--- src/rtl/l1_seq_pkg.sv ---
`timescale 1ns/1ps
// Shared definitions for the L1 lookup sequencer: FSM states, default geometry and line alignment.
package l1_seq_pkg;
    localparam int L1_ADDR_W   = 32;
    localparam int L1_LINE_OFF = 7;
    localparam int L1_DELAY_W  = 10;
    localparam int L1_STAT_W   = 16;

    typedef enum logic [2:0] {
        IDLE   = 3'd0,
        LOOKUP = 3'd1,
        CHECK  = 3'd2,
        REQ    = 3'd3,
        WAIT   = 3'd4,
        FILL   = 3'd5,
        DONE   = 3'd6
    } seq_state_e;

    // Clears the low 'off' bits; callers cast the result back to their address width.
    function automatic logic [63:0] line_align(input logic [63:0] addr, input int unsigned off);
        logic [63:0] mask;
        mask = ~((64'd1 << off) - 64'd1);
        return addr & mask;
    endfunction
endpackage

--- src/rtl/l1_seq_delay_cnt.sv ---
`timescale 1ns/1ps
// Saturating up-counter: loads CLR_VAL on i_clr, counts on i_en, holds while i_stall.
// One-cycle update latency; never wraps past all-ones.
module l1_seq_delay_cnt #(
    parameter int             W       = 10,
    parameter logic [W-1:0]   CLR_VAL = '0
) (
    input  logic         clk,
    input  logic         reset,
    input  logic         i_stall,
    input  logic         i_clr,
    input  logic         i_en,
    output logic [W-1:0] o_cnt
);
    logic [W-1:0] r_cnt;

    always_ff @(posedge clk or posedge reset) begin
        if (reset) begin
            r_cnt <= '0;
        end else if (!i_stall) begin
            if (i_clr) begin
                r_cnt <= CLR_VAL;
            end else if (i_en && (r_cnt != {W{1'b1}})) begin
                r_cnt <= r_cnt + W'(1);
            end
        end
    end

    assign o_cnt = r_cnt;
endmodule

--- src/rtl/l1_lookup_sequencer.sv ---
`timescale 1ns/1ps
// Drives coalesced segments through L1 tag lookup, miss fill and replay; L1_SEQ_STATS_EN adds hit/miss counters.
// Hit segment: 3 cycles accept-to-ready; segments accepted only in IDLE; stall freezes state, counters and strobes.
module l1_lookup_sequencer
    import l1_seq_pkg::*;
#(
    parameter int ADDR_W   = L1_ADDR_W,
    parameter int LINE_OFF = L1_LINE_OFF,
    parameter int DELAY_W  = L1_DELAY_W
) (
    input  logic               clk,
    input  logic               reset,
    input  logic               stall,
    input  logic               seg_valid,
    output logic               seg_ready,
    input  logic [ADDR_W-1:0]  seg_addr,
    input  logic               seg_last,
    output logic               lookup_valid,
    output logic [ADDR_W-1:0]  lookup_addr,
    input  logic               lookup_hit,
    output logic               tag_write,
    output logic [ADDR_W-1:0]  tag_write_addr,
    output logic               fill_req_valid,
    input  logic               fill_req_ready,
    output logic [ADDR_W-1:0]  fill_req_addr,
    input  logic               fill_rsp_valid,
    output logic               done,
`ifdef L1_SEQ_STATS_EN
    output logic [15:0]        hit_cnt,
    output logic [15:0]        miss_cnt,
`endif
    output logic [DELAY_W-1:0] delay
);
    seq_state_e         r_state;
    seq_state_e         w_state_nxt;
    logic [ADDR_W-1:0]  r_addr;
    logic               r_last;
    logic               r_first;
    logic [DELAY_W-1:0] r_delay;
    logic [DELAY_W-1:0] w_cnt;
    logic [ADDR_W-1:0]  w_seg_line;
    logic               w_accept;
    logic               w_cnt_clr;
    logic               w_cnt_en;

    assign w_seg_line = ADDR_W'(line_align(64'(seg_addr), LINE_OFF));

    always_ff @(posedge clk or posedge reset) begin
        if (reset) begin
            r_state <= IDLE;
        end else begin
            r_state <= w_state_nxt;
        end
    end

    // Every transition is gated by !stall so a stalled cycle is a true no-op.
    always_comb begin
        w_state_nxt    = r_state;
        seg_ready      = 1'b0;
        lookup_valid   = 1'b0;
        tag_write      = 1'b0;
        fill_req_valid = 1'b0;
        done           = 1'b0;
        w_accept       = 1'b0;
        case (r_state)
            IDLE: begin
                seg_ready = !stall;
                w_accept  = seg_valid && !stall;
                if (w_accept) begin
                    w_state_nxt = LOOKUP;
                end
            end
            LOOKUP: begin
                lookup_valid = !stall;
                if (!stall) begin
                    w_state_nxt = CHECK;
                end
            end
            CHECK: begin
                if (!stall) begin
                    if (!lookup_hit) begin
                        w_state_nxt = REQ;
                    end else if (r_last) begin
                        w_state_nxt = DONE;
                    end else begin
                        w_state_nxt = IDLE;
                    end
                end
            end
            REQ: begin
                fill_req_valid = 1'b1;
                if (fill_req_ready && !stall) begin
                    w_state_nxt = WAIT;
                end
            end
            WAIT: begin
                if (fill_rsp_valid && !stall) begin
                    w_state_nxt = FILL;
                end
            end
            FILL: begin
                tag_write = !stall;
                if (!stall) begin
                    w_state_nxt = LOOKUP;
                end
            end
            DONE: begin
                done = !stall;
                if (!stall) begin
                    w_state_nxt = IDLE;
                end
            end
            default: begin
                w_state_nxt = IDLE;
            end
        endcase
    end

    // r_first marks "no instruction in flight": the next accept restarts the latency count.
    always_ff @(posedge clk or posedge reset) begin
        if (reset) begin
            r_addr  <= '0;
            r_last  <= 1'b0;
            r_first <= 1'b1;
            r_delay <= '0;
        end else if (!stall) begin
            if (w_accept) begin
                r_addr  <= w_seg_line;
                r_last  <= seg_last;
                r_first <= 1'b0;
            end else if (r_state == DONE) begin
                r_first <= 1'b1;
            end
            if (r_state == DONE) begin
                r_delay <= w_cnt;
            end
        end
    end

    assign w_cnt_clr = w_accept && r_first;
    assign w_cnt_en  = !r_first;

    l1_seq_delay_cnt #(
        .W       (DELAY_W),
        .CLR_VAL (DELAY_W'(1))
    ) u_delay_cnt (
        .clk     (clk),
        .reset   (reset),
        .i_stall (stall),
        .i_clr   (w_cnt_clr),
        .i_en    (w_cnt_en),
        .o_cnt   (w_cnt)
    );

    assign lookup_addr    = r_addr;
    assign tag_write_addr = r_addr;
    assign fill_req_addr  = r_addr;
    // Present the live count alongside the done pulse, then hold it until the next one.
    assign delay          = (r_state == DONE) ? w_cnt : r_delay;

`ifdef L1_SEQ_STATS_EN
    logic r_replay;
    logic w_chk;

    assign w_chk = (r_state == CHECK);

    // A lookup following FILL is a replay; its hit is the installed line, not a real hit.
    always_ff @(posedge clk or posedge reset) begin
        if (reset) begin
            r_replay <= 1'b0;
        end else if (!stall) begin
            if (r_state == FILL) begin
                r_replay <= 1'b1;
            end else if (r_state == CHECK) begin
                r_replay <= 1'b0;
            end
        end
    end

    l1_seq_delay_cnt #(
        .W       (L1_STAT_W)
    ) u_hit_cnt (
        .clk     (clk),
        .reset   (reset),
        .i_stall (stall),
        .i_clr   (1'b0),
        .i_en    (w_chk && lookup_hit && !r_replay),
        .o_cnt   (hit_cnt)
    );

    l1_seq_delay_cnt #(
        .W       (L1_STAT_W)
    ) u_miss_cnt (
        .clk     (clk),
        .reset   (reset),
        .i_stall (stall),
        .i_clr   (1'b0),
        .i_en    (w_chk && !lookup_hit),
        .o_cnt   (miss_cnt)
    );
`endif
endmodule

--- config.mk ---
export PLATFORM = sky130hd
export DESIGN_NAME = l1_lookup_sequencer
export DESIGN_NICKNAME = d
export VERILOG_FILES = /design/src/rtl/l1_seq_pkg.sv /design/src/rtl/l1_seq_delay_cnt.sv /design/src/rtl/l1_lookup_sequencer.sv
export SDC_FILE = /design/constraint.sdc
export NUM_CORES = 1
export LEC_CHECK = 0
export ABC_AREA = 1
export BUFFER_PORTS_ARGS = -buffer_cell sky130_fd_sc_hd__buf_2
export CAP_MARGIN = 10
export CORE_MARGIN = 8
export CORE_UTILIZATION = 46
export DETAILED_ROUTE_END_ITERATION = 8
export GPL_ROUTABILITY_DRIVEN = 0
export GPL_TIMING_DRIVEN = 0
export PLACE_DENSITY = 0.89
export SYNTH_ARGS = -nofsm -noshare
export SYNTH_HDL_FRONTEND = slang
export SYNTH_HIERARCHICAL = 1
export SYNTH_SLANG_ARGS = --single-unit
--- constraint.sdc ---
create_clock -name clk -period 2.2 [get_ports clk]
set_clock_uncertainty 0.15 [all_clocks]
set_input_delay 0.44 -clock clk [delete_from_list [all_inputs] [get_ports clk]]
set_output_delay 0.44 -clock clk [all_outputs]
set_load 0.01 [all_outputs]
After elaboration in Yosys (flattened, before gate mapping):

Index checks and enable logic that the tools add are counted.

* register bits after elaboration: 50
* output and inout port bits: 111
* word-level logic and storage cells: 57

* reductions and logical operators: 14
* equality and inequality tests: 14
* muxes and demuxes: 21
* add/sub/neg operators: 1
* bitwise operators: 1

Operator list (count)
* $mux 10: 3
* $mux 3: 9
* $pmux 3 s7: 1
* $ne 2x2->1 const B: 7
* $add 10x1->10 const B: 1
* $ne 10x10->1 const B: 1
* $eq 3x3->1 const B: 3
* $mux 1: 8
* $reduce_and 7->1: 1
* $eq 3x2->1 const B: 2
* $reduce_and 2->1: 3
* $logic_and 1x1->1: 5
* $reduce_bool 2->1: 2
* $eq 3x1->1 const B: 1
* $logic_not 3->1: 1
* $logic_not 1->1: 2
* $not 1->1: 1

Longest topological paths before layout:

Gate-level depths: netlist (run 1).

* depth in word-level cells: 6
* gate-level depth with buffers: 11
* depth with buffers taken out: 10

Cells and area by module:

Netlist (run 1), hierarchy kept.

Modules (own cells, without submodules)
* l1_lookup_sequencer: times used 1, sequential area each 1002.2 um^2, cells each 306, area each 2373.5 um^2
* l1_seq_delay_cnt: times used 1, sequential area each 250.2 um^2, cells each 99, area each 673.1 um^2

Worst setup path before layout (run 1):

No wires, ideal clock.

* path type: register -> register
* from: register r_state[2]
* to: register u_delay_cnt.r_cnt[7], in the netlist u_delay_cnt/o_cnt[7]
* stages on the path, launching flop included: 12
* data required time: 1.930 ns
* setup time: 0.120 ns
* clock period less this slack: 1.964 ns
* data arrival time: 1.694 ns
* slack: 0.236 ns
* cell sequence: dfrtp_1 inv_2 nand2_2 nor2_4 nand2_4 buf_4 nor2_1 clkinv_2 nand2_4 nand2_8 nand2_1 nand2_1

* word-level cells in the longest chain between the ends: 5
* elaborated cells on any way between the ends: 6

Ends and longest elaborated chain
* start: declaration: RTL line l1_lookup_sequencer.sv:34 `seq_state_e r_state;`
* start signal: assignment: RTL line l1_lookup_sequencer.sv:52 `r_state <= w_state_nxt;`
* $logic_not 3->1 *: RTL line l1_lookup_sequencer.sv:65 `case (r_state)`
* $mux 1 *: RTL line l1_lookup_sequencer.sv:65
* $logic_and 1x1->1 *: RTL line l1_lookup_sequencer.sv:140 `assign w_cnt_clr = w_accept && r_first;`
* via w_cnt_clr: RTL line l1_lookup_sequencer.sv:43 `logic w_cnt_clr;`
* $reduce_bool 2->1 (no line)
* $reduce_and 2->1 (no line)
* end signal: assignment: RTL line l1_seq_delay_cnt.sv:24 `r_cnt <= r_cnt + W'(1);`
* end: declaration: RTL line l1_seq_delay_cnt.sv:15 `logic [W-1:0] r_cnt;`

Mark *: on every way through the listed nets, which the timed path passes. The rest lies on a longest branch.
A chain may end at the register's enable or synchronous reset.

Worst setup path after layout (run 1):

* from: register r_state[1]
* to: output port delay[9]

* word-level cells in the longest chain between the ends: 2

Ends and longest elaborated chain
* $eq 3x3->1: RTL line l1_lookup_sequencer.sv:159 `assign delay = (r_state == DONE) ? w_cnt : r_delay;`
* $mux 10
* end: declaration: RTL line l1_lookup_sequencer.sv:32 `output logic [DELAY_W-1:0] delay`

No other way between the ends.

==> flow_summary.ini, run 1 <==
[outcome]
status = finished clean

[setup_path]
critPathKind = flip-flop to primary output
cp_max_fo = 10
critPathBufInv = 3
cp.arrival_ps = 1520
critPathLaunchType = flip-flop
reg2reg_depth = 11
cp.required_ps = 1610
path_cells = buf_4, nand3_1, buf_2, o21ai_1, buf_2
critical_path.top_delay_family = buffers and inverters
slowest_delay_ps = 390
crit_cells = 5
crit_path_end_kind = primary output
critPathMostFrequentCell = buf_2
cpMaxStageDelayCell = dfrtp_1

[min_path]
holdPathStages = 3
hold_class = input pin to flip-flop

[route]
wl_per_cell_um = 13.2
dr_wl_met2_um = 4220
wl_um = 8360
drc = 0
drt-initial-drc-count = 158
avgViaCountPerCell = 4.53
wl_met3_um = 764
num_vias = 2879
wl_met1_um = 3320
firstDrtPassIters = 5
dr.max_layer_used = met4
final_antenna_net_count = 0

[yosys]
synth_cells = 405
seq_area_frac_synth_pct = 41.1
ys_warn_count = 6
synth_top_cell_by_area = dfrtp_1
synth_edf_count = 0
synth_ff_type = dfrtp_1
ys_ff_latch = 50
yosysUniqueCellTypes = 29
synth_top_area_share_pct = 40.2
synth_top_cells_by_count = nand2_1 (154), buf_4 (74), dfrtp_1 (49)
synth-async-reset-ratio_pct = 100
synthTopCellsByArea = dfrtp_1 (40%), nand2_1 (19%), buf_4 (18%)
syn-cell-area_um2 = 3050
yosys.cell_count.top_type = nand2_1
avgSynthCellArea_um2 = 7.52

[place]
io_buffers = 122
post-place-ws_ps = -11.1
post_dp_cell_area_um2 = 3830
place_hpwl_um = 6660

[sta]
min_period_over_period_pct = 96.1
hold_violations = 0
max_freq_ghz = 0.473
slew_headroom_pct = 44.7
rsz0062_at_grt = true
whs_ps = 177
setup_viol = 0
finalWorstSetupSlack_ps = 85.5
layout_min_cycle_time_ps = 2110
drv_slew = 0
worst_pin_slew_ps = 829

[die]
dieArea_um2 = 9480
die_h_um = 97.4
pin_count = 151
coreArea_um2 = 6390
rows = 29
start_util_pct = 47.7
die_x_um = 97.4

[power]
power_mw = 5.09
p_leak_nw = 2.41
peakVddDrop_mv = 0.852
p_per_area_nw_per_um2 = 1280

[cts]
cts-buffers-inserted = 5
htreeDepth = 2
cts.reportedPaths.clkPinSlew_ps = 100
cts_buffer_depth = 2
cts_tree = built
clock_sinks = 50
clock_latency_ps = 300
clock-root-buffer = clkbuf_8

[finish]
regArea_um2 = 1250
stdcell_area_um2 = 3980
insertedDiodeCount = 0
fillers = 552
drive_gt1_share_pct = 41.9
nets = 598
multi_input_area_um2 = 1150
syn_to_final_growth_pct = 30.6

[flow_run]
cap_violations = 0

[grt]
grt_pass1_vias = 2867
globalRoute.totalOverflow = 0
antenna_found_initial = 0
track_usage_pct = 17.5
grt_pass1_wl_um = 14100
grt_max_degree = 41
## cell families after synthesis
logic type / count (synthesis) / synth area share [%]
AO/OA/AOI/OAI: 28 / 4.72
XOR/XNOR: 2 / 0.575
flip-flops: 50 / 41.1
other: 1 / 0.123
adder cells (fa/ha/maj): 1 / 0.411
AND/OR/NAND/NOR: 210 / 29.3
buffers and inverters: 113 / 23.8
## per-stage QoR
step | instances | util (%) | TNS, ps
6_report | 635 | 62.3 | 0
3_5_place_dp | 624 | 60.0 | -15.4
3_3_place_gp | 624 | 60.0 | 0
5_1_grt | 635 | 62.3 | -65.2
2_1_floorplan | 425 | - | 0
4_1_cts | 635 | 62.2 | 0
## final cells by class
class | instances | share of cell area, %
multi-input combinational | 262 | 29.0
clock buffer | 5 | 1.73
sequential | 50 | 31.5
timing repair buffer | 124 | 15.8
tap | 77 | 2.42
clock inverter | 3 | 1.23
timing repair inverter | 1 | 0.0943
inverter | 33 | 3.21
buffer | 80 | 15.1
## layer usage
| layer | global-route usage [%] | vias up |
|---|---|---|
| li1 | - | 1452 |
| met1 | 19.3 | 1296 |
| met2 | 31.4 | 124 |
| met3 | 6.26 | 7 |
| met4 | 3.50 | 0 |
| met5 | 0 | - |
## placed cells by master, fill, tap and decap left out, types with 2 or more instances in the layout
cell,synthesis,layout
nand2_1,154,154
buf_2,3,125
buf_4,74,76
dfrtp_1,49,48
inv_1,28,26
nor2_1,23,22
conb_1,1,21
o21ai_0,21,18
nand3_1,17,17
a21oi_1,6,6
clkbuf_8,0,5
inv_2,2,4
nor2_4,2,3
nand2_2,3,3
nand2_4,3,3
o21ai_1,0,3
nor2_2,3,3
buf_6,2,2
nand4_1,2,2
clkinv_1,1,2
## report_power, final
part           internal (mW)  switching [mW]  total [mW]
combinational           1.36            1.41        2.77
sequential              1.27           0.378        1.65
clock                  0.347           0.323       0.670
## flip-flops by register name (all words and copies together), names as in the netlist
register / cells
fill_req_addr: 25
r_delay: 10
r_first: 1
r_last: 1
r_state: 3
u_delay_cnt/o_cnt: 10
## worst register-to-register path: stages, from the launching register on
cell      delay, ps
dfrtp_1         470
inv_2           150
nand2_2          90
nor2_4          110
nand2_4         120
buf_4           210
nor2_4          140
clkinv_2        140
nand2_4         160
nand2_8         100
nand2_1          90
nand2_1          60
## worst paths after layout
path                       slack, ps                    to    startpoint
max reg2reg                      140  u_delay_cnt/o_cnt[8]    r_state[2]
min in group asynchronous        530  u_delay_cnt/o_cnt[5]         reset
max                               90              delay[9]    r_state[1]
min                              180     fill_req_addr[28]  seg_addr[28]
min reg2reg                      340            r_delay[0]    r_delay[0]
max in group asynchronous        600            r_state[0]         reset
## repair_timing
item                                    4_1_cts  5_1_grt
pin swaps                                     0        0
cloned                                        1        0
hold buffers                                  1        0
setup buffers                                 1        0
hold endpoints to repair                     10        0
endpoints found under the setup margin       17       20
resized for setup                             5        6
Note: power is estimated with default switching activity, not from simulation.
==> run 2: changes to the inputs <==
==> constraint.sdc (replaced) <==
create_clock -name clk -period 2.05 [get_ports clk]
set_clock_uncertainty 0.15 [all_clocks]
set_input_delay 0.41 -clock clk [delete_from_list [all_inputs] [get_ports clk]]
set_output_delay 0.41 -clock clk [all_outputs]
set_load 0.01 [all_outputs]
==> run 2 against run 1 <==
Effect of this change: critical path depth is 1 lower; clock-buffer cell count stayed put; flip-flop and latch count stayed put; combinational power is 13% higher; clock power is 7.5% higher; via count is 1.1% higher; worst hold slack worse by 31 ps; first-iteration DRC count is 20% higher; non-clock buffer count is 4 higher; critical endpoint is now tag_write; largest cell class is now buffers; highest routed layer unchanged.
==> flow_summary.ini, run 2 (synthesized netlist as in run 1, its figures left out) <==
[grt]
globalRoute.totalOverflow = 0
track_usage_pct = 17.5
grt_pass1_wl_um = 14100
grt_pass1_vias = 2866
grt_max_degree = 41
antenna_found_initial = 0

[sta]
finalWorstSetupSlack_ps = 47.7
rsz0062_at_grt = false
worst_pin_slew_ps = 828
drv_slew = 0
slew_headroom_pct = 44.7
hold_violations = 0
min_period_over_period_pct = 97.7
layout_min_cycle_time_ps = 2000
final.setup.tns_ps = 0
setup_viol = 0
max_freq_ghz = 0.499

[cts]
cts_tree = built
cts-buffers-inserted = 5
clock_latency_ps = 300
cts.reportedPaths.clkPinSlew_ps = 100
cts_buffer_depth = 2
clock_sinks = 50
clock-root-buffer = clkbuf_8
htreeDepth = 2

[die]
pin_count = 151
coreArea_um2 = 6390
dieArea_um2 = 9480
die_x_um = 97.4
die_h_um = 97.4
start_util_pct = 47.7
rows = 29

[finish]
syn_to_final_growth_pct = 34.5
drive_gt1_share_pct = 44.0
mostFrequentLayoutCell = nand2_1
nets = 602
insertedDiodeCount = 0
final_cell_mix = nand2_1 (154), buf_2 (123), buf_4 (76)
multi_input_area_um2 = 1180
utilization_pct = 64.2
regArea_um2 = 1250
largest_register_ffs = 25
fillers = 533
final_cells = 639

[power]
power_mw = 5.63
p_leak_nw = 2.46
peakVddDrop_mv = 0.918
p_per_area_nw_per_um2 = 1370

[route]
drc = 0
firstDrtPassIters = 5
num_vias = 2910
drt-initial-drc-count = 189
final_antenna_net_count = 0
avgViaCountPerCell = 4.55
wl_um = 8580
wl_per_cell_um = 13.4

[setup_path]
crit_path_end_kind = primary output
critPathKind = flip-flop to primary output
cp.arrival_ps = 1440
critPathLaunchType = flip-flop
cp_max_fo = 8
cp.required_ps = 1490

[flow_run]
cap_violations = 0

[place]
post-place-ws_ps = -161
dp.cells = 624
io_buffers = 122
place_hpwl_um = 6660

[min_path]
hold_class = input pin to flip-flop

[outcome]
status = finished clean
-- run 2: cell count changes in the layout (fill, tap and decap cells not counted), moves of 2 or more --
cell	before	now
o21ai_0	18	11
inv_4	1	4
o21ai_1	3	5
buf_2	125	123
buf_12	0	2
o21ai_2	0	5
buf_6	2	5
-- run 2: critical path, stage by stage, from the launching register on --
cell     delay, ps
dfrtp_1        420
buf_6          150
buf_12         120
nor4_1         270
buf_2          180
-- run 2: cell type report --
cell class	count	area share (%)
buffer	79	15.1
clock buffer	5	1.68
clock inverter	3	1.19
inverter	33	3.27
multi-input combinational	262	28.9
sequential	50	30.6
tap	77	2.35
timing repair buffer	129	16.9
timing repair inverter	1	0.0916
-- run 2: final timing paths --
check,startpoint,cells past startpoint,end,slack (ps)
worst max-delay path,r_state[1],4,tag_write,50
worst min-delay path,seg_addr[28],3,fill_req_addr[28],150
worst max register to register,r_state[0],10,u_delay_cnt/o_cnt[0],180
worst min register to register,r_delay[0],2,r_delay[0],350
max in group asynchronous,reset,3,r_state[0],490
min in group asynchronous,reset,3,u_delay_cnt/o_cnt[6],510
-- run 2: power by group --
part | switching [mW] | total [mW] | leakage, nW | internal (mW)
Combinational | 1.56 | 3.13 | 1.76 | 1.57
Sequential | 0.414 | 1.78 | 0.641 | 1.37
Clock | 0.348 | 0.720 | 0.0563 | 0.372
-- run 2: what timing repair did --
action                                  in CTS  in global routing
buffers inserted                             2                  3
pin swaps                                    0                  2
hold buffers                                 1                  0
endpoints found under the setup margin      21                 21
gates resized for setup                     15                 23
gates cloned                                 1                  1
hold endpoints to repair                    10                  0
-- run 2: stage by stage --
stage,hold WS [ps],cell area (um2)
2_1_floorplan,100,3120
3_3_place_gp,269,3830
3_5_place_dp,283,3830
4_1_cts,136,4000
5_1_grt,139,4100
6_report,146,4100
-- run 2: per-layer routing --
| metal | track usage (%) | up-vias | routed length (um) |
|---|---|---|---|
| li1 | - | 1463 | - |
| met1 | 19.5 | 1302 | 3410 |
| met2 | 31.1 | 136 | 4330 |
| met3 | 6.26 | 9 | 748 |
| met4 | 3.96 | 0 | 86 |
| met5 | 0 | - | 0 |
